==> config.mk <==
export PLATFORM = sky130hd
export DESIGN_NAME = bcd_display_scan_flat
export DESIGN_NICKNAME = d
export VERILOG_FILES = /design/src/rtl/bcd_display_pkg.sv /design/src/rtl/bcd_display_scan_if.sv /design/src/rtl/bcd_to_seg7.sv /design/src/rtl/bcd_display_scan.sv /design/src/flat_wrapper.sv
export SDC_FILE = /design/constraint.sdc
export NUM_CORES = 1
export LEC_CHECK = 0
export BUFFER_PORTS_ARGS = -buffer_cell sky130_fd_sc_hd__buf_2
export CAP_MARGIN = 20
export CELL_PAD_IN_SITES_DETAIL_PLACEMENT = 0
export CELL_PAD_IN_SITES_GLOBAL_PLACEMENT = 1
export CORE_ASPECT_RATIO = 2
export CORE_MARGIN = 3
export CORE_UTILIZATION = 41
export DETAILED_ROUTE_END_ITERATION = 8
export PLACE_DENSITY_LB_ADDON = 0.1
export SLEW_MARGIN = 20
export SYNTH_ARGS = -nofsm -noshare
export SYNTH_HDL_FRONTEND = slang
export SYNTH_SLANG_ARGS = --single-unit
export TNS_END_PERCENT = 100
==> constraint.sdc <==
create_clock -name clk -period 2 [get_ports clk]
set_clock_uncertainty 0.05 [all_clocks]
set_input_delay 0.4 -clock clk [delete_from_list [all_inputs] [get_ports clk]]
set_output_delay 0.4 -clock clk [all_outputs]
set_load 0.02 [all_outputs]
==> src/rtl/bcd_display_pkg.sv <==
// Shared constants for the multiplexed BCD display: active-low segment glyphs
// and output polarities used by the decoder and the scan datapath.
package bcd_display_pkg;

  typedef logic [6:0] seg7_t;

  localparam logic AN_ON   = 1'b0;
  localparam logic AN_OFF  = 1'b1;
  localparam logic DP_LIT  = 1'b0;
  localparam logic DP_DARK = 1'b1;

  // Bit order is {g,f,e,d,c,b,a}; a 0 lights the segment.
  localparam seg7_t SEG_0    = 7'b1000000;
  localparam seg7_t SEG_1    = 7'b1111001;
  localparam seg7_t SEG_2    = 7'b0100100;
  localparam seg7_t SEG_3    = 7'b0110000;
  localparam seg7_t SEG_4    = 7'b0011001;
  localparam seg7_t SEG_5    = 7'b0010010;
  localparam seg7_t SEG_6    = 7'b0000010;
  localparam seg7_t SEG_7    = 7'b1111000;
  localparam seg7_t SEG_8    = 7'b0000000;
  localparam seg7_t SEG_9    = 7'b0010000;
  localparam seg7_t SEG_DASH = 7'b0111111;
  localparam seg7_t SEG_OFF  = 7'b1111111;

  function automatic logic nibble_is_zero(input logic [3:0] v);
    return (v == 4'd0);
  endfunction

endpackage

==> src/rtl/bcd_display_scan_if.sv <==
// Snapshot/control inputs and display pin outputs of the BCD scan driver.
interface bcd_display_scan_if #(
  parameter int DIGITS = 4
);
  logic [4*DIGITS-1:0] digits_in;
  logic                load;
  logic [DIGITS-1:0]   dp_in;
  logic                blank_lz;
  logic [DIGITS-1:0]   an;
  logic [6:0]          seg;
  logic                dp;

  modport master (
    output digits_in, load, dp_in, blank_lz,
    input  an, seg, dp
  );

  modport slave (
    input  digits_in, load, dp_in, blank_lz,
    output an, seg, dp
  );
endinterface

==> src/rtl/bcd_to_seg7.sv <==
// Combinational BCD digit to active-low 7-segment glyph; codes 10-15 show a dash.
module bcd_to_seg7
  import bcd_display_pkg::*;
(
  input  logic [3:0] value_i,
  output seg7_t      seg_o
);

  // Glyph lookup
  always_comb begin
    seg_o = SEG_DASH;
    case (value_i)
      4'd0:    seg_o = SEG_0;
      4'd1:    seg_o = SEG_1;
      4'd2:    seg_o = SEG_2;
      4'd3:    seg_o = SEG_3;
      4'd4:    seg_o = SEG_4;
      4'd5:    seg_o = SEG_5;
      4'd6:    seg_o = SEG_6;
      4'd7:    seg_o = SEG_7;
      4'd8:    seg_o = SEG_8;
      4'd9:    seg_o = SEG_9;
      default: seg_o = SEG_DASH;
    endcase
  end

endmodule

==> src/rtl/bcd_display_scan.sv <==
// Snapshots a packed BCD value and time-multiplexes it onto a common-anode
// display with leading-zero blanking, decimal points and a blank cycle per slot.
module bcd_display_scan
  import bcd_display_pkg::*;
#(
  parameter int DIGITS      = 4,
  parameter int REFRESH_DIV = 50000
) (
  input  logic               clk,
  input  logic               reset,
  bcd_display_scan_if.slave  bus
);

  localparam int IDX_W = $clog2(DIGITS);
  localparam int PRE_W = $clog2(REFRESH_DIV);

  localparam logic [PRE_W-1:0] PRE_LAST = PRE_W'(REFRESH_DIV - 1);
  localparam logic [PRE_W-1:0] PRE_ONE  = PRE_W'(1);
  localparam logic [PRE_W-1:0] PRE_ZERO = PRE_W'(0);
  localparam logic [IDX_W-1:0] IDX_LAST = IDX_W'(DIGITS - 1);
  localparam logic [IDX_W-1:0] IDX_ONE  = IDX_W'(1);
  localparam logic [IDX_W-1:0] IDX_ZERO = IDX_W'(0);

  logic [PRE_W-1:0]    pre_q, pre_d;
  logic [IDX_W-1:0]    idx_q, idx_d;
  logic [4*DIGITS-1:0] snap_digits_q, snap_digits_d;
  logic [DIGITS-1:0]   snap_dp_q, snap_dp_d;
  logic [DIGITS-1:0]   an_q, an_d;
  seg7_t               seg_q, seg_d;
  logic                dp_q, dp_d;

  logic [3:0] cur_digit_s;
  logic       cur_dp_s;
  seg7_t      dec_seg_s;
  logic       zero_run_s;
  logic       blank_s;

  // Prescaler and scan index advance
  always_comb begin
    pre_d = pre_q;
    idx_d = idx_q;
    if (pre_q == PRE_LAST) begin
      pre_d = PRE_ZERO;
      if (idx_q == IDX_LAST) begin
        idx_d = IDX_ZERO;
      end else begin
        idx_d = idx_q + IDX_ONE;
      end
    end else begin
      pre_d = pre_q + PRE_ONE;
    end
  end

  // Snapshot capture; a held load simply tracks the input
  always_comb begin
    if (bus.load) begin
      snap_digits_d = bus.digits_in;
      snap_dp_d     = bus.dp_in;
    end else begin
      snap_digits_d = snap_digits_q;
      snap_dp_d     = snap_dp_q;
    end
  end

  assign cur_digit_s = snap_digits_q[{idx_q, 2'b00} +: 4];
  assign cur_dp_s    = snap_dp_q[idx_q];

  bcd_to_seg7 u_dec (
    .value_i (cur_digit_s),
    .seg_o   (dec_seg_s)
  );

  // Leading-zero blank: walk down from the top digit keeping a run-of-zeros flag
  always_comb begin
    zero_run_s = 1'b1;
    blank_s    = 1'b0;
    for (int j = DIGITS - 1; j >= 1; j--) begin
      zero_run_s = zero_run_s & nibble_is_zero(snap_digits_q[4*j +: 4]);
      if (IDX_W'(j) == idx_q) begin
        blank_s = bus.blank_lz & zero_run_s;
      end else begin
        blank_s = blank_s;
      end
    end
  end

  // Next output values; the anode is dark for the first cycle of each slot
  always_comb begin
    if (pre_q == PRE_ZERO) begin
      an_d = {DIGITS{AN_OFF}};
    end else begin
      an_d = ~(DIGITS'(1) << idx_q);
    end
    if (blank_s) begin
      seg_d = SEG_OFF;
      dp_d  = DP_DARK;
    end else begin
      seg_d = dec_seg_s;
      dp_d  = cur_dp_s ? DP_LIT : DP_DARK;
    end
  end

  // State and output registers
  always_ff @(posedge clk or posedge reset) begin
    if (reset) begin
      pre_q         <= PRE_ZERO;
      idx_q         <= IDX_ZERO;
      snap_digits_q <= {(4*DIGITS){1'b0}};
      snap_dp_q     <= {DIGITS{1'b0}};
      an_q          <= {DIGITS{AN_OFF}};
      seg_q         <= SEG_OFF;
      dp_q          <= DP_DARK;
    end else begin
      pre_q         <= pre_d;
      idx_q         <= idx_d;
      snap_digits_q <= snap_digits_d;
      snap_dp_q     <= snap_dp_d;
      an_q          <= an_d;
      seg_q         <= seg_d;
      dp_q          <= dp_d;
    end
  end

  assign bus.an  = an_q;
  assign bus.seg = seg_q;
  assign bus.dp  = dp_q;

endmodule

==> src/flat_wrapper.sv <==
// flat-port wrapper written by rule: the top's interface ports become plain ports
module bcd_display_scan_flat import bcd_display_pkg::*;
#(
  parameter int DIGITS      = 4,
  parameter int REFRESH_DIV = 50000
)
  (clk, reset, bus_digits_in, bus_load, bus_dp_in, bus_blank_lz, bus_an, bus_seg, bus_dp);
  bcd_display_scan_if #(.DIGITS(DIGITS)) bus_i ();
  input  logic clk;
  input  logic reset;
  input wire logic [$bits(bus_i.digits_in)-1:0] bus_digits_in;
  input wire logic [$bits(bus_i.load)-1:0] bus_load;
  input wire logic [$bits(bus_i.dp_in)-1:0] bus_dp_in;
  input wire logic [$bits(bus_i.blank_lz)-1:0] bus_blank_lz;
  output wire logic [$bits(bus_i.an)-1:0] bus_an;
  output wire logic [$bits(bus_i.seg)-1:0] bus_seg;
  output wire logic [$bits(bus_i.dp)-1:0] bus_dp;
  assign bus_i.digits_in = bus_digits_in;
  assign bus_i.load = bus_load;
  assign bus_i.dp_in = bus_dp_in;
  assign bus_i.blank_lz = bus_blank_lz;
  assign bus_an = bus_i.an;
  assign bus_seg = bus_i.seg;
  assign bus_dp = bus_i.dp;
  bcd_display_scan #(.DIGITS(DIGITS), .REFRESH_DIV(REFRESH_DIV)) u_core (.clk(clk), .reset(reset), .bus(bus_i));
endmodule
==> qor.log <==
INFO  sta            timing.fmax=0.528GHz
INFO  floorplanning  design.portCount=36
INFO  power          p_leak=1.28nW
INFO  logic_synthesis post_synth_edffs=0
INFO  clock_network  cts_root_buf=clkbuf_8
INFO  logic_synthesis mux_share_of_post_synthesis_cell_area=0.162
INFO  sta            post_route_worst_hold_slack=0.0691ns
INFO  global_route   global_route_wire_length_before_repair=8240um
INFO  placed_design  place_inst=294
INFO  worst_setup_path timing.critical_path.cells=mux4_2 -> inv_2 -> ha_2 -> inv_1 -> mux2_4 -> o22ai_2 -> nand2_1
INFO  worst_setup_path crit_path_max_fanout=4
INFO  sta            grt_setup_unrepaired=false
INFO  job            maxCapViolations=0
INFO  logic_synthesis netlist-cell-type-count=35
INFO  worst_setup_path critical_path_buf_inv_count=2
INFO  layout         final_layout_size_suffix_gt1_frac=0.412
INFO  sta            worst_margin_slew=0.453ns
INFO  logic_synthesis yosys_warnings=0
INFO  logic_synthesis postSynthRegisterBits=50
INFO  drt            route.final.wire_length=5000um
INFO  logic_synthesis synth.top_cell.area_share=0.395
INFO  logic_synthesis avgSynthCellArea=12.3squm
INFO  sta            setup_ws=0.106ns
INFO  drt            wire_per_inst=16.5um
INFO  sta            final_max_slew_viol_count=0
INFO  layout         final_cells=303
INFO  placed_design  place.gp.congestion=0.855
INFO  worst_setup_path end_kind=register
INFO  sta            fin_crit_share=0.947
INFO  placed_design  place_ws=0.0283ns
INFO  logic_synthesis synth-main-ff-cell=dfrtp_1
INFO  floorplanning  placementRows=38
INFO  floorplanning  die_height=114um
INFO  drt            routed_via_density=5.36
INFO  sta            totalNegativeSetupSlack=0ns
INFO  logic_synthesis largest_family_of_logic_cells_by_synthesized_area=multiplexers
INFO  power          power.density=794mW/mm^2
INFO  sta            finalHoldViolCount=0
INFO  logic_synthesis netlist.top_cell.by_area=dfrtp_1
INFO  clock_network  cts_inserted_buffers=5
INFO  global_route   grt.total_usage=0.161
INFO  drt            detail_route.drc_violations=0
INFO  logic_synthesis post_synth_xor_area_fraction=0.0437
INFO  layout         layout.cells.most_common=dfrtp_1
INFO  clock_network  tritoncts=built
INFO  drt            initialDrtViolationCount=55
INFO  power          total_power=2.26mW
INFO  worst_setup_path cp_data_arrival_time=2.08ns
INFO  worst_setup_path path_delay_family=multiplexers
INFO  layout         area_delta_synth_final=18.6%
INFO  logic_synthesis synth_simple_gate_area_frac=0.125
INFO  floorplanning  floorplan.initialDensity=0.433
INFO  global_route   grt_antenna_before_repair=0
INFO  drt            route.vias.total=1623
INFO  floorplanning  die_x=60.2um
INFO  worst_setup_path crit_slowest_cell=mux4_2
INFO  worst_setup_path timing.setup.critical_path_class=reg -> reg
INFO  logic_synthesis proportion_of_synthesized_chip_area_in_sequential_cells=0.526
INFO  clock_network  cts_htree_levels=2
INFO  sta            layout_min_cycle_time=1.89ns
INFO  global_route   groute.layer.met2.usage=0.309
INFO  placed_design  dp.final_hpwl=3890um
INFO  hold_path      worst_hold_path_type=in -> async
INFO  clock_network  clock_path_buffers=2
INFO  power          irDropWorstVdd=812uV
INFO  worst_setup_path reg2reg_setup_slack=0.11ns
INFO  worst_setup_path worst-endpoint-required=2.18ns
INFO  sta            worst_slew_margin_rel=0.698
INFO  global_route   grt.overflow.total=0
INFO  floorplanning  core_region_area=0.00556sqmm
INFO  global_route   grt_most_used_layer=met2
INFO  clock_network  clock_sinks=50
INFO  drt            drt_pre_antenna_iters=4
INFO  logic_synthesis syn-instance-count=196
INFO  clock_network  ctsHoldBuffers=0
INFO  logic_synthesis synth_fa_ha_area_frac=0.0624
INFO  global_route   met1_usage=0.161
INFO  layout         final_nets=278
INFO  global_route   global_route.usage.met3=0.0203
INFO  layout         fillers=515
INFO  sta            report.final.setup_viol=0
INFO  placed_design  placedInstanceArea=0.00269sqmm
INFO  clock_network  clkLatencyLatePin=0.30ns
INFO  status         result_of_the_run=complete, no violations
INFO  worst_setup_path setup.worst_path.start_class=register
INFO  layout         final_cell_mix=37 x dfrtp_1, 35 x buf_2, 22 x mux2_2, 16 x nand2_1
INFO  logic_synthesis syn_nets=232
INFO  logic_synthesis syn_area=0.00241sqmm
INFO  placed_design  io_buf_count=35
INFO  layout         insertedDiodeCount=0
INFO  global_route   grt_max_degree=51
INFO  clock_network  clk_pin_slew=0.10ns
INFO  worst_setup_path crit_path_max_incr_delay=0.57ns
INFO  drt            final_antenna_net_count=0
INFO  layout         layout.cell_area.non_filler=0.00285sqmm
INFO  logic_synthesis largest_cells_by_area_after_synthesis=dfrtp_1 40%, dfstp_2 13%, mux2_2 10%
INFO  layout         final_core_utilization=0.513
INFO  logic_synthesis async_reset_ff_frac=1.00
INFO  floorplanning  design.die.area=0.00688sqmm
INFO  logic_synthesis compound_gate_portion_of_the_synthesized_area=0.0463
INFO  global_route   via_count_of_the_first_global_routing_pass=1716
==> worst register-to-register path, stage by stage (launching register included) <==
cell     delay [ns]
dfrtp_2        0.42
mux4_2         0.57
inv_2          0.11
ha_2           0.18
inv_1          0.05
mux2_4         0.25
o22ai_2        0.13
nand2_1        0.07
==> power by group <==
part,internal [mW],total [mW],switching (mW)
registers,1.09,1.13,0.0364
logic,0.124,0.267,0.143
clock network,0.533,0.867,0.334
total,1.75,2.26,0.513
==> kinds of logic (layout without fill, tap and decap cells) <==
family	Yosys count	count (layout)
compound gates	18	18
xor+xnor	12	12
fa+ha+maj	12	12
buf+inv	17	64
flops	50	50
mux	28	28
simple gates	59	59
==> synthesized netlist by cell type (all sizes together), types with 2 or more instances <==
cell,count
dfrtp,38
mux2,23
nand2,16
dfstp,12
ha,12
nor2,12
inv,10
xor2,9
nand3,7
nor4,6
a21oi,5
mux4,5
nand4,5
o21ai,5
buf,4
and2,3
clkbuf,3
nor3,3
xnor2,3
a211oi,2
nor2b,2
o31ai,2
or4,2
==> final timing paths <==
check,cells past startpoint,to,from
min,3,u_core.snap_digits_q[4]$_DFFE_PP0P_,reset
min reg2reg,1,u_core.pre_q[0]$_DFF_PP0_,u_core.pre_q[0]$_DFF_PP0_
min in group clk,2,u_core.snap_digits_q[3]$_DFFE_PP0P_,bus_digits_in[3]
max in group asynchronous,3,u_core.bus.seg[6]$_DFF_PP1_,reset
max reg2reg,7,u_core.bus.seg[4]$_DFF_PP1_,u_core.idx_q[0]$_DFFE_PP0N_
max,7,u_core.bus.seg[4]$_DFF_PP1_,u_core.idx_q[0]$_DFFE_PP0N_
==> flip-flops by register name, indices dropped and copies added (netlist names) <==
signal,flops
u_core.snap_dp_q,4
u_core.idx_q,2
u_core.snap_digits_q,16
u_core.bus.dp,1
u_core.pre_q,16
u_core.bus.an,4
u_core.bus.seg,7
==> routing by layer <==
layer  up-vias  wire [um]
met5         -          0
met4         0        142
met3        11        131
met2        28       3030
met1       803       1690
li1        781          -
==> layout make-up <==
type	count	area [sq um]	share of cell area
repair buffers	46	270	0.0947
multi-input cells	129	1060	0.372
flip-flops and latches	50	1270	0.444
clock inverters	2	60.1	0.0210
clock buffers	6	82.6	0.0289
well taps	60	75.1	0.0263
inverters	10	37.5	0.0132
==> timing repair <==
action / CTS / global route
setup endpoints to repair: 0 / 6
setup buffers: 0 / 1
gates resized for setup: 0 / 6
Note: power is estimated with default switching activity, not from simulation.
